==> config.mk <==
export PLATFORM = sky130hd
export DESIGN_NAME = uart_tx_mmio
export DESIGN_NICKNAME = d
export VERILOG_FILES = /design/src/rtl/bus_map_pkg.sv /design/src/rtl/sync_fifo.sv /design/src/rtl/uart_tx_mmio.sv
export SDC_FILE = /design/constraint.sdc
export NUM_CORES = 1
export LEC_CHECK = 0
export ABC_AREA = 1
export BUFFER_PORTS_ARGS = -buffer_cell sky130_fd_sc_hd__buf_4
export CORE_MARGIN = 2
export CORE_UTILIZATION = 45
export CTS_CLUSTER_DIAMETER = 40
export DETAILED_ROUTE_END_ITERATION = 10
export MAX_ROUTING_LAYER = met4
export PLACE_DENSITY_LB_ADDON = 0.15
export SLEW_MARGIN = 20
export SYNTH_ARGS = -nofsm -noshare
export SYNTH_HDL_FRONTEND = slang
export SYNTH_HIERARCHICAL = 1
export SYNTH_SLANG_ARGS = --single-unit
==> constraint.sdc <==
create_clock -name clk -period 3.1 [get_ports clk]
set_clock_uncertainty 0.2 [all_clocks]
set_input_delay 0.31 -clock clk [delete_from_list [all_inputs] [get_ports clk]]
set_output_delay 0.31 -clock clk [all_outputs]
set_load 0.05 [all_outputs]
==> src/rtl/bus_map_pkg.sv <==
`default_nettype none
// ============================================================================
// Module      : bus_map_pkg
// Description : Data-memory bus address map, UART STATUS bit positions and
//               UART transmitter FSM state encoding.
// Revision    : 1.0 - initial release
// ============================================================================
package bus_map_pkg;

    // Peripheral addresses on the data-memory bus
    localparam logic [15:0] GPI_A      = 16'h100;
    localparam logic [15:0] GPO_A      = 16'h101;
    localparam logic [15:0] UART_TXD_A = 16'h102;
    localparam logic [15:0] UART_STA_A = 16'h103;

    // UART STATUS register bit positions
    localparam int STA_BUSY  = 0;
    localparam int STA_FULL  = 1;
    localparam int STA_EMPTY = 2;
    localparam int STA_OVF   = 3;

    // UART transmitter frame states
    typedef enum logic [1:0] {
        IDLE  = 2'd0,
        START = 2'd1,
        DATA  = 2'd2,
        STOP  = 2'd3
    } tx_state_e;

endpackage
`default_nettype wire

==> src/rtl/sync_fifo.sv <==
`default_nettype none
// ============================================================================
// Module      : sync_fifo
// Description : Single-clock FIFO with first-word fall-through read port.
//               Push while full is accepted only when a pop happens in the
//               same cycle; pop while empty is ignored.
// Revision    : 1.0 - initial release
// ============================================================================
module sync_fifo #(
    parameter int W     = 8,
    parameter int DEPTH = 4
) (
    input  logic         clk,
    input  logic         rst,
    input  logic         push,
    input  logic         pop,
    input  logic [W-1:0] din,
    output logic [W-1:0] dout,
    output logic         full,
    output logic         empty
);

    localparam int              c_PW   = $clog2(DEPTH);
    localparam logic [c_PW:0]   c_FULL = DEPTH[c_PW:0];

    logic [W-1:0]  r_mem_q [DEPTH];
    logic [c_PW-1:0] r_wr_ptr_q, w_wr_ptr_d;
    logic [c_PW-1:0] r_rd_ptr_q, w_rd_ptr_d;
    logic [c_PW:0]   r_count_q,  w_count_d;
    logic            w_do_push;
    logic            w_do_pop;

    assign full      = (r_count_q == c_FULL);
    assign empty     = (r_count_q == '0);
    assign dout      = r_mem_q[r_rd_ptr_q];
    assign w_do_pop  = pop & ~empty;
    assign w_do_push = push & (~full | w_do_pop);

    // Next pointer and occupancy; pointers wrap naturally at the power-of-2 depth
    always_comb begin
        w_wr_ptr_d = r_wr_ptr_q;
        w_rd_ptr_d = r_rd_ptr_q;
        w_count_d  = r_count_q;
        if (w_do_push) w_wr_ptr_d = r_wr_ptr_q + 1'b1;
        if (w_do_pop)  w_rd_ptr_d = r_rd_ptr_q + 1'b1;
        case ({w_do_push, w_do_pop})
            2'b10:   w_count_d = r_count_q + 1'b1;
            2'b01:   w_count_d = r_count_q - 1'b1;
            default: w_count_d = r_count_q;
        endcase
    end

    // Pointer/occupancy registers; reset flushes the queue
    always_ff @(posedge clk) begin
        if (rst) begin
            r_wr_ptr_q <= '0;
            r_rd_ptr_q <= '0;
            r_count_q  <= '0;
        end else begin
            r_wr_ptr_q <= w_wr_ptr_d;
            r_rd_ptr_q <= w_rd_ptr_d;
            r_count_q  <= w_count_d;
        end
    end

    // Storage array; contents need no reset since occupancy gates every read
    always_ff @(posedge clk) begin
        if (w_do_push) r_mem_q[r_wr_ptr_q] <= din;
    end

endmodule
`default_nettype wire

==> src/rtl/uart_tx_mmio.sv <==
`default_nettype none
// ============================================================================
// Module      : uart_tx_mmio
// Description : Memory-mapped 8N1 UART transmitter with TX FIFO. TXDATA at
//               BASE_A (write pushes a byte), STATUS at BASE_A+1
//               ({ovf, empty, full, busy}; writing bit 3 clears ovf).
// Revision    : 1.0 - initial release
// ============================================================================
module uart_tx_mmio
    import bus_map_pkg::*;
#(
    parameter int            DW         = 16,
    parameter int            AW         = 16,
    parameter int            CLK_DIV    = 868,
    parameter int            FIFO_DEPTH = 4,
    parameter logic [AW-1:0] BASE_A     = AW'(UART_TXD_A)
) (
    input  logic          clk,
    input  logic          rst,
    input  logic [AW-1:0] addr,
    input  logic [DW-1:0] din,
    input  logic          we,
    output logic [DW-1:0] dout,
    output logic          sel,
    output logic          tx
);

    localparam int              c_CW      = $clog2(CLK_DIV);
    localparam logic [c_CW-1:0] c_CNT_MAX = c_CW'(CLK_DIV - 1);
    localparam logic [AW-1:0]   c_STA_A   = BASE_A + AW'(1);

    tx_state_e       r_state_q, w_state_d;
    logic [c_CW-1:0] r_cnt_q,   w_cnt_d;
    logic [2:0]      r_bit_q,   w_bit_d;
    logic [7:0]      r_shift_q, w_shift_d;
    logic            r_tx_q,    w_tx_d;
    logic            r_ovf_q,   w_ovf_d;
    logic [AW-1:0]   r_addr_q,  w_addr_d;

    logic            w_wr_data;
    logic            w_wr_sta;
    logic            w_pop;
    logic            w_overflow;
    logic            w_cnt_end;
    logic            w_fifo_full;
    logic            w_fifo_empty;
    logic [7:0]      w_fifo_dout;
    logic [DW-1:0]   w_status;

    assign w_wr_data  = we && (addr == BASE_A);
    assign w_wr_sta   = we && (addr == c_STA_A);
    assign w_overflow = w_wr_data && w_fifo_full && !w_pop;
    assign w_cnt_end  = (r_cnt_q == c_CNT_MAX);

    sync_fifo #(
        .W     (8),
        .DEPTH (FIFO_DEPTH)
    ) u_fifo (
        .clk   (clk),
        .rst   (rst),
        .push  (w_wr_data),
        .pop   (w_pop),
        .din   (din[7:0]),
        .dout  (w_fifo_dout),
        .full  (w_fifo_full),
        .empty (w_fifo_empty)
    );

    // Upper write-data bits carry nothing for this block
    if (DW > 8) begin : g_unused_din
        logic w_unused_hi;
        assign w_unused_hi = ^din[DW-1:8];
    end

    // Frame sequencer: tx_d is the line level for the bit period starting next edge
    always_comb begin
        w_state_d = r_state_q;
        w_cnt_d   = r_cnt_q;
        w_bit_d   = r_bit_q;
        w_shift_d = r_shift_q;
        w_tx_d    = r_tx_q;
        w_pop     = 1'b0;
        case (r_state_q)
            IDLE: begin
                w_tx_d  = 1'b1;
                w_cnt_d = '0;
                if (!w_fifo_empty) begin
                    w_pop     = 1'b1;
                    w_shift_d = w_fifo_dout;
                    w_state_d = START;
                    w_tx_d    = 1'b0;
                end
            end
            START: begin
                if (w_cnt_end) begin
                    w_cnt_d   = '0;
                    w_bit_d   = 3'd0;
                    w_state_d = DATA;
                    w_tx_d    = r_shift_q[0];
                end else begin
                    w_cnt_d = r_cnt_q + 1'b1;
                end
            end
            DATA: begin
                if (w_cnt_end) begin
                    w_cnt_d = '0;
                    if (r_bit_q == 3'd7) begin
                        w_state_d = STOP;
                        w_tx_d    = 1'b1;
                    end else begin
                        w_bit_d   = r_bit_q + 1'b1;
                        w_shift_d = {1'b0, r_shift_q[7:1]};
                        w_tx_d    = r_shift_q[1];
                    end
                end else begin
                    w_cnt_d = r_cnt_q + 1'b1;
                end
            end
            STOP: begin
                if (w_cnt_end) begin
                    w_cnt_d = '0;
                    if (!w_fifo_empty) begin
                        // Chain the next queued byte with no idle gap
                        w_pop     = 1'b1;
                        w_shift_d = w_fifo_dout;
                        w_state_d = START;
                        w_tx_d    = 1'b0;
                    end else begin
                        w_state_d = IDLE;
                        w_tx_d    = 1'b1;
                    end
                end else begin
                    w_cnt_d = r_cnt_q + 1'b1;
                end
            end
            default: begin
                w_state_d = IDLE;
                w_cnt_d   = '0;
                w_tx_d    = 1'b1;
            end
        endcase
    end

    // Sticky overflow and bus address latch; a new overflow beats a clear
    always_comb begin
        w_ovf_d = r_ovf_q;
        if (w_wr_sta && din[STA_OVF]) w_ovf_d = 1'b0;
        if (w_overflow)               w_ovf_d = 1'b1;
        w_addr_d = we ? r_addr_q : addr;
    end

    // All control state; reset abandons any frame in progress
    always_ff @(posedge clk) begin
        if (rst) begin
            r_state_q <= IDLE;
            r_cnt_q   <= '0;
            r_bit_q   <= '0;
            r_shift_q <= '0;
            r_tx_q    <= 1'b1;
            r_ovf_q   <= 1'b0;
            r_addr_q  <= '0;
        end else begin
            r_state_q <= w_state_d;
            r_cnt_q   <= w_cnt_d;
            r_bit_q   <= w_bit_d;
            r_shift_q <= w_shift_d;
            r_tx_q    <= w_tx_d;
            r_ovf_q   <= w_ovf_d;
            r_addr_q  <= w_addr_d;
        end
    end

    // Read mux: STATUS word assembled from live state, TXDATA reads as zero
    always_comb begin
        w_status            = '0;
        w_status[STA_BUSY]  = (r_state_q != IDLE) | ~w_fifo_empty;
        w_status[STA_FULL]  = w_fifo_full;
        w_status[STA_EMPTY] = w_fifo_empty;
        w_status[STA_OVF]   = r_ovf_q;
    end

    assign sel  = (r_addr_q == BASE_A) || (r_addr_q == c_STA_A);
    assign dout = (r_addr_q == c_STA_A) ? w_status : '0;
    assign tx   = r_tx_q;

endmodule
`default_nettype wire

# Yosys cells after proc, flatten, opt, wreduce, memory -nomap -nowiden

Memories as Yosys holds them, arrays and structs flattened. A register that Yosys moved wholly into a read port is not among the register bits.
Index checks and enable logic that the tools add are counted.

$add $sub $neg: 6
Equal/unequal tests: 18
Mux-type cells: 35
Bitwise operators: 6
Reduce and logical (&&, ||, !) cells: 19

Operators by type and width:

| kind                                                              | number |
|---|---|
| 16-bit by 9-bit == test with 1-bit output (second input constant) | 4 |
| 8-bit 2-to-1 mux                                                  | 4 |
| 8-bit case mux with 3 select lines                                | 1 |
| 10-bit case mux with 2 select lines                               | 1 |
| 2-bit 2-to-1 mux                                                  | 7 |
| 1-bit 2-to-1 mux                                                  | 12 |
| 2-bit inequality test (second input constant)                     | 6 |
| 3-bit case mux with 2 select lines                                | 2 |
| 10-bit by 1-bit adder with 10-bit output (second input constant)  | 1 |
| 10-bit == test (second input constant)                            | 1 |
| 10-bit 2-to-1 mux                                                 | 1 |
| 3-bit 2-to-1 mux                                                  | 3 |
| 2-bit case mux with 4 select lines                                | 1 |
| 4-bit AND reduction                                               | 2 |
| 2-bit nonzero test                                                | 4 |
| 3-bit by 1-bit adder with 3-bit output (second input constant)    | 2 |
| 2-bit == test (second input constant)                             | 3 |
| 3-bit == test (second input constant)                             | 2 |
| 1-bit logical AND                                                 | 5 |
| 5-bit AND reduction                                               | 1 |
| 2-bit by 1-bit adder with 2-bit output (second input constant)    | 2 |
| 2-bit by 1-bit == test with 1-bit output (second input constant)  | 2 |
| 4-bit 2-to-1 mux                                                  | 1 |
| 1-bit case mux with 4 select lines                                | 1 |
| 12 further kinds                                                  | 15 |

Bits in registers: 48
RAM bits: 32
Input bits: 35
Logic and storage cells: 95
Memories kept: 1

Memories:

| name           | words | bits a word | rd ports | clocked after memory_dff | write ports | line            | RTL |
|---|---|---|---|---|---|---|---|
| u_fifo.r_mem_q | 4     | 8           | 1        | 1                        | 1           | sync_fifo.sv:26 | `logic [W-1:0] r_mem_q [DEPTH];` |

# Longest topological paths before layout

Word-level depth: 9
Depth in mapped cells: 19

# Hierarchy

Netlist, hierarchy kept.

Modules (own cells, without submodules):

| module       | instances | cells each | area an instance (µm²) | sequential area each (µm²) |
|---|---|---|---|---|
| uart_tx_mmio | 1         | 302        | 2,158.3                | 820.8 |
| sync_fifo    | 1         | 150        | 1,706.6                | 1,141.1 |

# Worst setup path before layout

Ideal clock, no wire load.

Path kind: reg-to-output
From: register r_addr_q[8]
To: output dout[0]
Arrival: 2.606 ns
Required time: 2.590 ns
Slack: -0.016 ns
Stages on the path, launching flop included: 9
Buffers on the path: 0
Path through: dfxtp_1 > inv_1 > nor2_1 > nand2_1 > inv_1 > nand2_1 > nor3_1 > nand2_1 > nor2_1

Cells in the longest elaborated chain, start to end: 2

RTL lines:

| element                                   | line                | RTL |
|---|---|---|
| start, declared                           | uart_tx_mmio.sv:38  | `logic [AW-1:0] r_addr_q, w_addr_d;` |
| start signal, assigned                    | uart_tx_mmio.sv:169 | `r_addr_q <= w_addr_d;` |
| 16-bit by 9-bit == test with 1-bit output | uart_tx_mmio.sv:183 | `assign dout = (r_addr_q == c_STA_A) ? w_status : '0;` |
| 4-bit 2-to-1 mux                          | uart_tx_mmio.sv:183 |  |
| end, declared                             | uart_tx_mmio.sv:23  | `output logic [DW-1:0] dout,` |

Every way passes these cells.

# Final worst setup path

From: register r_state_q[0]
To: register u_fifo.r_count_q[2]

Cells in the longest elaborated chain, start to end: 7

RTL lines:

| element                                                                          | line                | RTL |
|---|---|---|
| start, declared                                                                  | uart_tx_mmio.sv:32  | `tx_state_e r_state_q, w_state_d;` |
| start signal, assigned                                                           | uart_tx_mmio.sv:163 | `r_state_q <= w_state_d;` |
| 2-bit == test / 2-bit logical NOT (equally long branches)                        | uart_tx_mmio.sv:83  | `case (r_state_q)` |
| 1-bit case mux with 2 select lines *                                             | uart_tx_mmio.sv:83  |  |
| via w_pop                                                                        | uart_tx_mmio.sv:42  | `logic w_pop;` |
| 1-bit bitwise AND *                                                              | sync_fifo.sv:36     | `assign w_do_pop = pop & ~empty;` |
| 1-bit OR                                                                         | sync_fifo.sv:37     | `assign w_do_push = push & (~full \| w_do_pop);` |
| 1-bit bitwise AND                                                                | sync_fifo.sv:37     |  |
| 2-bit by 1-bit == test with 1-bit output / 2-bit == test (equally long branches) | sync_fifo.sv:46     | `case ({w_do_push, w_do_pop})` |
| 3-bit case mux with 2 select lines / 2-bit nonzero test (equally long branches)  | -                   |  |
| end signal, assigned                                                             | sync_fifo.sv:62     | `r_count_q <= w_count_d;` |
| end, declared                                                                    | sync_fifo.sv:29     | `logic [c_PW:0] r_count_q, w_count_d;` |

Mark *: on every way through the listed nets, which the timed path passes. The rest lies on a longest branch.
A chain may end at the register's enable or synchronous reset.

==> impl_metrics.csv <==
group,metric,value,unit
status,status,"complete, no violations",
floorplan,fp.dieH,96.7,um
yosys,yosysWarnings,6,
global_route,overflow,0,
critical_path,startpoint,"r_state_q[0]$_SDFFE_PP0P_",
clocking,cts_tree,"built",
timing,tightestPinTransition,598,ps
route,wire_per_inst,12.4,um
timing,hold_viol_final,0,
yosys,yosysSeqAreaShare,50.8,%
critical_path,r2r-end,"u_fifo/r_count_q[2]$_SDFFE_PP0P_",
timing,finalCritPeriodShare,87.6,%
timing,relSlewSlack,60.1,%
clocking,cts_setup_buffers,0,
clocking,numCtsBuffers,9,
place,place_congestion,0.840,
clocking,ctsLongestPathBuffers,2,
place,hpwl,5.24,mm
hold_path,hold_start,"addr[10]",
global_route,antenna_found_initial,0,
hold_path,worstHoldPathCells,3,
floorplan,core_area,8260,sq um
clocking,cts.sinks,82,
route,drcViolationCount,0,
critical_path,critPathSlowestCell,"dfxtp_1",
global_route,first_global_vias,2914,
yosys,synth_area,3860,sq um
global_route,grt_max_degree,20,
clocking,cts-htree-levels,3,
route,wl,7.55,mm
yosys,synth_flop_cell,"dfxtp_1",
route,drt_iter0_markers,93,
timing,slew_violations,0,
critical_path,cp.required,3140,ps
critical_path,r2r-start,"r_state_q[0]$_SDFFE_PP0P_",
route,drt_pass1_iterations,4,
critical_path,end_kind,"flip-flop",
cells_and_area,utilization,53.6,%
place,port_buffers,32,
global_route,grt_use_total,17.4,%
clocking,cts-root-buf,"clkbuf_8",
timing,max_freq,0.368,GHz
floorplan,die_area,9350,sq um
floorplan,start_util,46.8,%
critical_path,critPathBufInv,5,
timing,period_minus_slack,2720,ps
critical_path,crit_path_start_kind,"flip-flop",
critical_path,cp_top_family,"adder cells",
clocking,clk_pin_slew,90,ps
cells_and_area,antenna_cells,0,
route,routed_via_density,4.87,
timing,setup_viol,0,
timing,grt_setup_unrepaired,"no",
clocking,post_cts_resize_count,0,
critical_path,reg2regPathDepth,17,
hold_path,hold_end,"r_addr_q[10]$_SDFFE_PP0N_",
clocking,worstSkewPairLatency,350,ps
global_route,grt_first_pass_wirelength,13.0,mm
yosys,synth_edf_count,32,
critical_path,worstPathMaxFanout,6,
hold_path,hp-class,"in -> reg",
cells_and_area,nNetsFinal,547,
floorplan,ios,53,
floorplan,core.rowCount,33,
critical_path,path_cells,"inv_1, ha_1, nor2_1, nand2_1, inv_1, inv_1, nand3_2, nand2_1, ha_1, inv_1, fa_1, inv_1, nand2_1, nand3_1, nand2_1, nand2_1, nor2_1",
critical_path,critPathArrivalTime,2760,ps
yosys,synth_seq_cells,82,
route,via_count,2962,
timing,setup_tns,0,ps
cells_and_area,drive_gt1_share,16.1,%
yosys,yosysUniqueCellTypes,38,
cells_and_area,layout.cells.non_filler,608,
power,vdd_drop_max,285,uV
cells_and_area,multiInputGateArea,1620,sq um
yosys,avgSynthCellArea,8.55,sq um
cells_and_area,final_cell_mix,"nor2_1 (75), nand2_1 (75), dfxtp_1 (50), inv_1 (45), buf_4 (36)",
critical_path,cpPeakStageDelay,430,ps
yosys,async_reset_ff_share,0,%
route,postRouteAntennaNets,0,
power,p_per_area,493,nW/um^2
critical_path,r2r_slack,380,ps
critical_path,critPathKind,"reg -> reg",
job,cap_violations,0,
floorplan,die_w,96.7,um
power,leakage,1.77,nW
critical_path,path_depth,17,
yosys,synthCells,452,
cells_and_area,seq_area,1960,sq um
cells_and_area,synthToLayoutAreaGrowth,14.6,%
cells_and_area,fillers,796,
place,placed_cells,583,
## metal layers
metal / track usage [%] / part of all wire [%]
met1: 21.7 / 48
met4: 5.85 / 1.5
met2: 27.5 / 47
met3: 4.77 / 3.3
met5: - / 0
## metrics by stage
| stage | power (mW) | setup slack [ps] | area, sq um | hold slack [ps] |
|---|---|---|---|---|
| floorplan | 1.45 | 496 | 3910 | 179 |
| global placement | 1.51 | 447 | 4170 | 230 |
| detailed placement | 1.52 | 393 | 4170 | 242 |
| CTS | 2.20 | 369 | 4430 | 4.49 |
| global route | 2.30 | 92.5 | 4430 | 10.9 |
| finish | 2.18 | 383 | 4430 | 12.9 |
## flip-flops by register name, indices dropped and copies added, names as in the netlist, named ones only
register / flops
r_shift_q: 8
u_fifo/r_wr_ptr_q: 2
r_bit_q: 3
r_cnt_q: 10
tx: 1
r_ovf_q: 1
u_fifo/r_rd_ptr_q: 2
r_addr_q: 16
u_fifo/r_count_q: 3
u_fifo/r_mem_q: 32
r_state_q: 2
## timing repair
item | in CTS | in global routing
endpoints found under the hold margin | 33 | 0
hold buffers | 9 | 0
endpoints found under the setup margin | 0 | 0
## Yosys cell counts (2+ instances only)
cell,count,area [sq um]
nand4_1,3,18.8
nor2_4,2,22.5
o21ai_2,3,26.3
o21ai_0,31,155
nand2_4,2,22.5
a21oi_1,29,145
edfxtp_1,32,961
nand3_2,3,30.0
nor3b_1,2,15.0
o21ai_1,2,10.0
buf_4,12,90.1
nand2_1,75,282
nand3_1,27,135
nor3_1,4,20.0
nor2_2,3,18.8
nand2_2,2,12.5
inv_1,45,169
buf_2,4,20.0
clkbuf_1,3,11.3
buf_6,2,22.5
o211ai_1,2,15.0
or2_2,4,25.0
dfxtp_1,50,1000
ha_1,13,163
o22ai_1,8,50.1
nor2_1,75,282
inv_2,3,11.3
## kinds of logic (layout without fill, tap and decap cells)
family,Yosys count,after routing,share of synthesized area (%)
AND/OR/NAND/NOR,207,207,24.4
flip-flops,82,82,50.8
AO/OA/AOI/OAI,78,78,11.5
buffers and inverters,70,110,8.51
adder cells (fa/ha/maj),14,14,4.73
other,1,12,0.0970
## tightest hold or removal path, cell delays in order
cell     delay, ps
buf_4           80
o21ai_0         60
nor2_1          70
## layout make-up
type | count | area share (%)
well taps | 105 | 2.97
repair buffers | 45 | 8.14
flip-flops and latches | 82 | 44.3
clock inverters | 7 | 1.05
inverters | 49 | 4.18
multi-input cells | 311 | 36.6
clock buffers | 9 | 2.80
## worst max path at each step
stage                                       end  slack (ps)
2_1_floorplan                           dout[0]         500
5_1_grt        u_fifo/r_count_q[2]$_SDFFE_PP0P_          90
4_1_cts        u_fifo/r_count_q[2]$_SDFFE_PP0P_         370
3_3_place_gp   u_fifo/r_count_q[2]$_SDFFE_PP0P_         450
3_5_place_dp   u_fifo/r_count_q[2]$_SDFFE_PP0P_         390
6_report       u_fifo/r_count_q[2]$_SDFFE_PP0P_         380
## where the power goes
group / internal (mW) / total, mW / switching [mW] / leakage [nW]
combinational: 0.118 / 0.328 / 0.209 / 0.993
clock: 0.287 / 0.682 / 0.395 / 0.0788
sequential: 1.15 / 1.17 / 0.0237 / 0.694
Note: power is estimated with default switching activity, not from simulation.
